## config.mk

```make
export PLATFORM = sky130hd
export DESIGN_NAME = ripemd160_right_seq
export DESIGN_NICKNAME = d
export VERILOG_FILES = /design/src/rtl/ripemd160_pkg.sv /design/src/rtl/ripemd160_right_rom.sv /design/src/rtl/ripemd160_right_seq.sv
export SDC_FILE = /design/constraint.sdc
export NUM_CORES = 2
export LEC_CHECK = 0
export CAP_MARGIN = 20
export CORE_AREA = 3 3 475 477
export CTS_BUF_LIST = sky130_fd_sc_hd__clkbuf_2
export DETAILED_ROUTE_END_ITERATION = 7
export DIE_AREA = 0 0 478 480
export PLACE_DENSITY = 0.46
export SYNTH_ARGS = -nofsm -noshare
export SYNTH_HDL_FRONTEND = slang
export SYNTH_HIERARCHICAL = 1
export SYNTH_SLANG_ARGS = --single-unit
```

## constraint.sdc

```tcl
create_clock -name clk -period 5.1 [get_ports clk]
set_input_delay 0.765 -clock clk [delete_from_list [all_inputs] [get_ports clk]]
set_output_delay 0.765 -clock clk [all_outputs]
set_load 0.01 [all_outputs]
```

## src/rtl/ripemd160_pkg.sv

```systemverilog
// Shared types and step-schedule tables for the RIPEMD-160 sequencers.
// Both the right (parallel) and left line tables live here so one ROM serves either line.
package ripemd160_pkg;

  localparam int unsigned NSTEPS = 80;

  typedef logic [31:0]  word_t;
  typedef logic [159:0] hstate_t;

  typedef enum logic [1:0] {IDLE, RUN, DONE} seq_state_e;

  localparam word_t K_RIGHT [5] = '{32'h50A28BE6, 32'h5C4DD124, 32'h6D703EF3,
                                   32'h7A6D76E9, 32'h00000000};
  localparam word_t K_LEFT  [5] = '{32'h00000000, 32'h5A827999, 32'h6ED9EBA1,
                                   32'h8F1BBCDC, 32'hA953FD4E};

  localparam logic [3:0] R_RIGHT [80] = '{
    5, 14, 7, 0, 9, 2, 11, 4, 13, 6, 15, 8, 1, 10, 3, 12,
    6, 11, 3, 7, 0, 13, 5, 10, 14, 15, 8, 12, 4, 9, 1, 2,
    15, 5, 1, 3, 7, 14, 6, 9, 11, 8, 12, 2, 10, 0, 4, 13,
    8, 6, 4, 1, 3, 11, 15, 0, 5, 12, 2, 13, 9, 7, 10, 14,
    12, 15, 10, 4, 1, 5, 8, 7, 6, 2, 13, 14, 0, 3, 9, 11};

  localparam logic [3:0] S_RIGHT [80] = '{
    8, 9, 9, 11, 13, 15, 15, 5, 7, 7, 8, 11, 14, 14, 12, 6,
    9, 13, 15, 7, 12, 8, 9, 11, 7, 7, 12, 7, 6, 15, 13, 11,
    9, 7, 15, 11, 8, 6, 6, 14, 12, 13, 5, 14, 13, 13, 7, 5,
    15, 5, 8, 11, 14, 14, 6, 14, 6, 9, 12, 9, 12, 5, 15, 8,
    8, 5, 12, 9, 12, 5, 14, 6, 8, 13, 6, 5, 15, 13, 11, 11};

  localparam logic [3:0] R_LEFT [80] = '{
    0, 1, 2, 3, 4, 5, 6, 7, 8, 9, 10, 11, 12, 13, 14, 15,
    7, 4, 13, 1, 10, 6, 15, 3, 12, 0, 9, 5, 2, 14, 11, 8,
    3, 10, 14, 4, 9, 15, 8, 1, 2, 7, 0, 6, 13, 11, 5, 12,
    1, 9, 11, 10, 0, 8, 12, 4, 13, 3, 7, 15, 14, 5, 6, 2,
    4, 0, 5, 9, 7, 12, 2, 10, 14, 1, 3, 8, 11, 6, 15, 13};

  localparam logic [3:0] S_LEFT [80] = '{
    11, 14, 15, 12, 5, 8, 7, 9, 11, 13, 14, 15, 6, 7, 9, 8,
    7, 6, 8, 13, 11, 9, 7, 15, 7, 12, 15, 9, 11, 7, 13, 12,
    11, 13, 6, 7, 14, 9, 13, 15, 14, 8, 13, 6, 5, 12, 7, 5,
    11, 12, 14, 15, 14, 15, 9, 8, 9, 14, 5, 6, 8, 6, 5, 12,
    9, 15, 5, 11, 6, 8, 13, 12, 5, 12, 13, 14, 11, 8, 5, 6};

endpackage

```

## src/rtl/ripemd160_right_rom.sv

```systemverilog
// Step schedule lookup: step -> {message word index, rotate amount, constant, round}.
// LEFT_LINE selects the left-line table set for reuse by the left sequencer.
module ripemd160_right_rom
  import ripemd160_pkg::*;
#(
  parameter bit LEFT_LINE = 1'b0
) (
  input  logic [6:0] step,
  output logic [3:0] r_idx,
  output logic [7:0] s_amt,
  output word_t      k,
  output logic [2:0] t
);

  always_comb begin
    r_idx = '0;
    s_amt = '0;
    k     = '0;
    t     = '0;
    if (step < 7'(NSTEPS)) begin
      t = step[6:4];
      if (LEFT_LINE) begin
        r_idx = R_LEFT[step];
        s_amt = {4'b0, S_LEFT[step]};
        k     = K_LEFT[t];
      end else begin
        r_idx = R_RIGHT[step];
        s_amt = {4'b0, S_RIGHT[step]};
        k     = K_RIGHT[t];
      end
    end
  end

endmodule

```

## src/rtl/ripemd160_right_seq.sv

```systemverilog
// RIPEMD-160 right-line sequencer: drives an external step datapath for 80 steps per block.
// Optional macro RIPEMD_RIGHT_SEQ_ABORT_EN adds an abort input that returns RUN/DONE to IDLE.
module ripemd160_right_seq
  import ripemd160_pkg::*;
#(
  parameter int unsigned NSTEPS = ripemd160_pkg::NSTEPS
) (
  input  logic           clk,
  input  logic           rst_n,
  input  logic           in_valid,
  output logic           in_ready,
  input  logic [511:0]   block_in,
  input  logic [159:0]   h_in,
  output logic [159:0]   sb_data,
  output logic [31:0]    sb_m,
  output logic [7:0]     sb_s,
  output logic [31:0]    sb_k,
  output logic [2:0]     sb_t,
  input  logic [159:0]   sb_result,
  output logic           out_valid,
  input  logic           out_ready,
  output logic [159:0]   result
`ifdef RIPEMD_RIGHT_SEQ_ABORT_EN
  ,
  input  logic           abort
`endif
);

  seq_state_e   state;
  logic [6:0]   step;
  hstate_t      work;
  hstate_t      work_next;
  logic [511:0] msg;
  logic [3:0]   r_idx;
  logic [7:0]   rom_s;
  word_t        rom_k;
  logic [2:0]   rom_t;
  logic [8:0]   m_base;
  logic         abort_req;
  logic         last_step;

`ifdef RIPEMD_RIGHT_SEQ_ABORT_EN
  assign abort_req = abort;
`else
  assign abort_req = 1'b0;
`endif

  ripemd160_right_rom #(
    .LEFT_LINE(1'b0)
  ) u_rom (
    .step  (step),
    .r_idx (r_idx),
    .s_amt (rom_s),
    .k     (rom_k),
    .t     (rom_t)
  );

  assign last_step = (step == 7'(NSTEPS - 1));

  // The datapath leaves +E out of the B slot; it is added here against the pre-step E.
  always_comb begin
    work_next = {sb_result[159:128], sb_result[127:96] + work[31:0], sb_result[95:0]};
    m_base    = {r_idx, 5'b0};
    sb_data   = work;
    sb_m      = '0;
    sb_s      = '0;
    sb_k      = '0;
    sb_t      = '0;
    if (state == RUN) begin
      sb_m = msg[m_base +: 32];
      sb_s = rom_s;
      sb_k = rom_k;
      sb_t = rom_t;
    end
  end

  always_ff @(posedge clk or negedge rst_n) begin
    if (!rst_n) begin
      state     <= IDLE;
      step      <= '0;
      work      <= '0;
      msg       <= '0;
      in_ready  <= 1'b0;
      out_valid <= 1'b0;
      result    <= '0;
    end else if (abort_req && state != IDLE) begin
      state     <= IDLE;
      step      <= '0;
      out_valid <= 1'b0;
      in_ready  <= 1'b1;
    end else begin
      case (state)
        IDLE: begin
          if (in_valid && in_ready) begin
            msg      <= block_in;
            work     <= h_in;
            step     <= '0;
            in_ready <= 1'b0;
            state    <= RUN;
          end else begin
            in_ready <= 1'b1;
          end
        end
        RUN: begin
          work <= work_next;
          if (last_step) begin
            step      <= '0;
            result    <= work_next;
            out_valid <= 1'b1;
            state     <= DONE;
          end else begin
            step <= step + 7'd1;
          end
        end
        DONE: begin
          if (out_ready) begin
            out_valid <= 1'b0;
            in_ready  <= 1'b1;
            state     <= IDLE;
          end
        end
        default: state <= IDLE;
      endcase
    end
  end

endmodule

```

==> results.toml <==
[synthesis]
synth_edf_count = 0
synthDistinctLibCells = 80
async_reset_ff_frac = 1.00
syn_inst = 4362
yosysWarningCount = 6
seq_area_frac_synth = 0.531
synth_top_family_by_area = "simple AND/OR/NAND/NOR gates"
synth_mux_area_frac = 0.0929
yosys.area_share.simple = 0.252
synth_seq_cells = 843
synthXorXnorAreaFrac = 0.00661
synthAdderAreaFrac = 0.0147
synth_ff_type = "dfrtp_1"
synth_area_sq_um = 39800
syn_avg_cell_area_sq_um = 9.11
synth_compound_area_frac = 0.0665

[die]
fp.dieH_microns = 480
rows = 173
die_w_microns = 478
coreArea_sq_um = 222000
ios = 1233
design.die.area_sq_um = 229000
initial_core_util = 0.179

[clock_network]
clk_pin_slew_worst_paths_ns = 0.12
cts_root_buf = "clkbuf_2"
cts.path.max_buffers = 3
clock_sinks = 843
cts_tree = "done"
clock_latency_ns = 1.83
htree_levels = 4
cts_buffers = 237

[timing]
skew_ns = 0.184
tns_ns = -27.59
slew_headroom = 0.221
finalSetupViolCount = 32
hold_viol = 0
fin_crit_sh = 1.19
tightest_slew_ns = 1.17
rsz0062_at_grt = "yes"
maxSlewViolCount = 0
min_period_ns = 6.07
fmax_mhz = 165
holdWs_ns = 0.310
fin_ws_ns = -0.967

[placement]
pre_cts_slack_ns = -0.0166
dp_cells = 8378
gp_congestion = 0.903
placement.cell_area_sq_um = 55800
hpwlAfterDp_microns = 177000
port-buffer-count = 1227

[setup_path]
critPathRequiredTime_ns = 4.34
path_cells = "buf_6, buf_12, a211o_1, a311oi_2, o31ai_4, buf_12, buf_16, buf_16, buf_12, buf_6, mux4_2, mux4_2, and2_4, buf_2"
cp_max_fo = 22
arrival_ns = 5.30
endpoint_kind = "primary output"
cpPeakStageDelay_ns = 0.51
timing.rr.start = "sb_data[0]"
crit_family = "buffers and inverters"
reg2reg_slack_ns = 1.24
crit_type = "reg -> out"
timing.rr.end = "result[122]"
startpoint_type = "flip-flop"
cp_num_buf_inv = 8
cp_slowest_cell = "mux4_2"
r2r_cells = 11
crit_top_cell = "buf_12"

[finish]
final_common_cell = "nand2_1"
fin_area_sq_um = 77000
stdcell_count = 10700
layout_common_cells = "nand2_1 (2327), dlygate4sd3_1 (1740), clkdlybuf4s50_1 (1190), dfrtp_1 (840), clkbuf_2 (351)"
drive_above_1_share = 0.112
final_util = 0.347
final_nets = 8341
area_growth_pct = 93.7

[detailed_routing]
wl_microns = 239000
vias = 45300
ant_nets = 0
first_pass_iters = 6
first_iter_violations = 2707
drc = 0
wl_per_cell_microns = 22.4
vias_per_cell = 4.24

[power_and_ir_drop]
p_sw_mw = 19.1
seqPwrFrac = 0.265
vdd_drop_max_v = 0.000501
swShare = 0.415
p_leak_nw = 34.5
intPower_mw = 27.0
power_mw = 46.1
p_comb_frac = 0.622
power_density_nw_per_um2 = 598
clockPowerShare = 0.113

[global_routing]
grt.total_usage = 0.202
grt_pass1_wl_microns = 338000
overflow = 0
grt_max_degree = 164
grt_pass1_vias = 47900
antenna_found_initial = 99

[outcome]
failed_checks = "setup timing"
status = "finished with violations"

[run]
cap_violations = 0

[worst_hold_path]
hp-class = "in -> async"
cell type report:
class	instances	area (sq um)
inverters	18	67.6
fillers	22700	145000
repair buffers	3163	32200
clock inverters	67	392
multi-input cells	3196	17600
clock buffers	350	1750
flip-flops and latches	843	21100
well taps	2975	3720
diodes	68	170
layer usage:
layer	track usage	up-vias	routed length, microns
met5	0	-	218
met4	0.112	36	14200
met3	0.0399	499	13800
met2	0.362	1880	123000
met1	0.222	22200	88500
li1	-	20600	-
logic make-up (layout without fill, tap and decap cells):
logic type,Yosys count,count (layout)
mux,167,167
flops,843,843
fa+ha+maj,46,46
compound gates,388,388
other cells,1,73
simple gates,2559,2560
xor+xnor,30,30
buf+inv,328,3598
worst max-delay path by stage:
| stage | slack, ns | from | cells after the start | endpoint |
|---|---|---|---|---|
| finish | -0.97 | step[3] | 14 | sb_m[3] |
| global route | -1.34 | step[3] | 14 | sb_m[3] |
| CTS | -1.38 | step[1] | 14 | sb_m[30] |
| detailed placement | -0.02 | step[1] | 14 | sb_m[4] |
| global placement | -0.004 | step[1] | 13 | sb_m[28] |
| floorplan | 0.66 | step[0] | 14 | sb_m[11] |
sequential cells by signal, indices dropped and copies added (netlist names):
| register | count |
|---|---|
| msg | 512 |
| result | 160 |
| sb_data | 160 |
| step | 7 |
| state | 2 |
| in_ready | 1 |
| out_valid | 1 |
power groups by stage:
| stage | Combinational (mW) | Clock [mW] | Sequential (mW) |
|---|---|---|---|
| 6_report | 28.6 | 5.22 | 12.2 |
| 5_1_grt | 30.6 | 5.80 | 12.5 |
| 4_1_cts | 28.3 | 5.45 | 12.2 |
| 3_5_place_dp | 23.0 | 0 | 12.3 |
| 3_3_place_gp | 22.9 | 0 | 12.4 |
| 2_1_floorplan | 12.0 | 0 | 11.5 |
cells in the mapped netlist (16+ instances only):
master,number,area share
dfrtp_1,843,0.53
a21oi_1,67,0.0084
mux4_2,161,0.091
buf_1,23,0.0022
buf_2,27,0.0034
and2_1,83,0.013
clkbuf_1,221,0.021
a31oi_1,19,0.0030
nand3_1,17,0.0021
ha_1,45,0.014
nand2_1,2328,0.22
buf_4,27,0.0051
nor2_1,63,0.0059
inv_1,16,0.0015
xnor2_1,18,0.0040
a22oi_1,131,0.025
a21o_1,22,0.0042
o21ai_0,66,0.0083
worst min-delay path, stage by stage:
cell	delay [ns]
dlygate4sd3_1	0.52
dlygate4sd3_1	0.58
buf_8	0.30
buf_16	0.37
repair_timing:
| action | CTS | global route |
|---|---|---|
| endpoints found under the setup margin | 70 | 34 |
| endpoints found under the hold margin | 1677 | 0 |
| hold buffers | 1741 | 0 |
| pin swaps | 14 | 7 |
| setup buffers | 55 | 16 |
| resized for setup | 302 | 47 |
| cloned | 6 | 4 |
(Power assumes the default switching activity.)
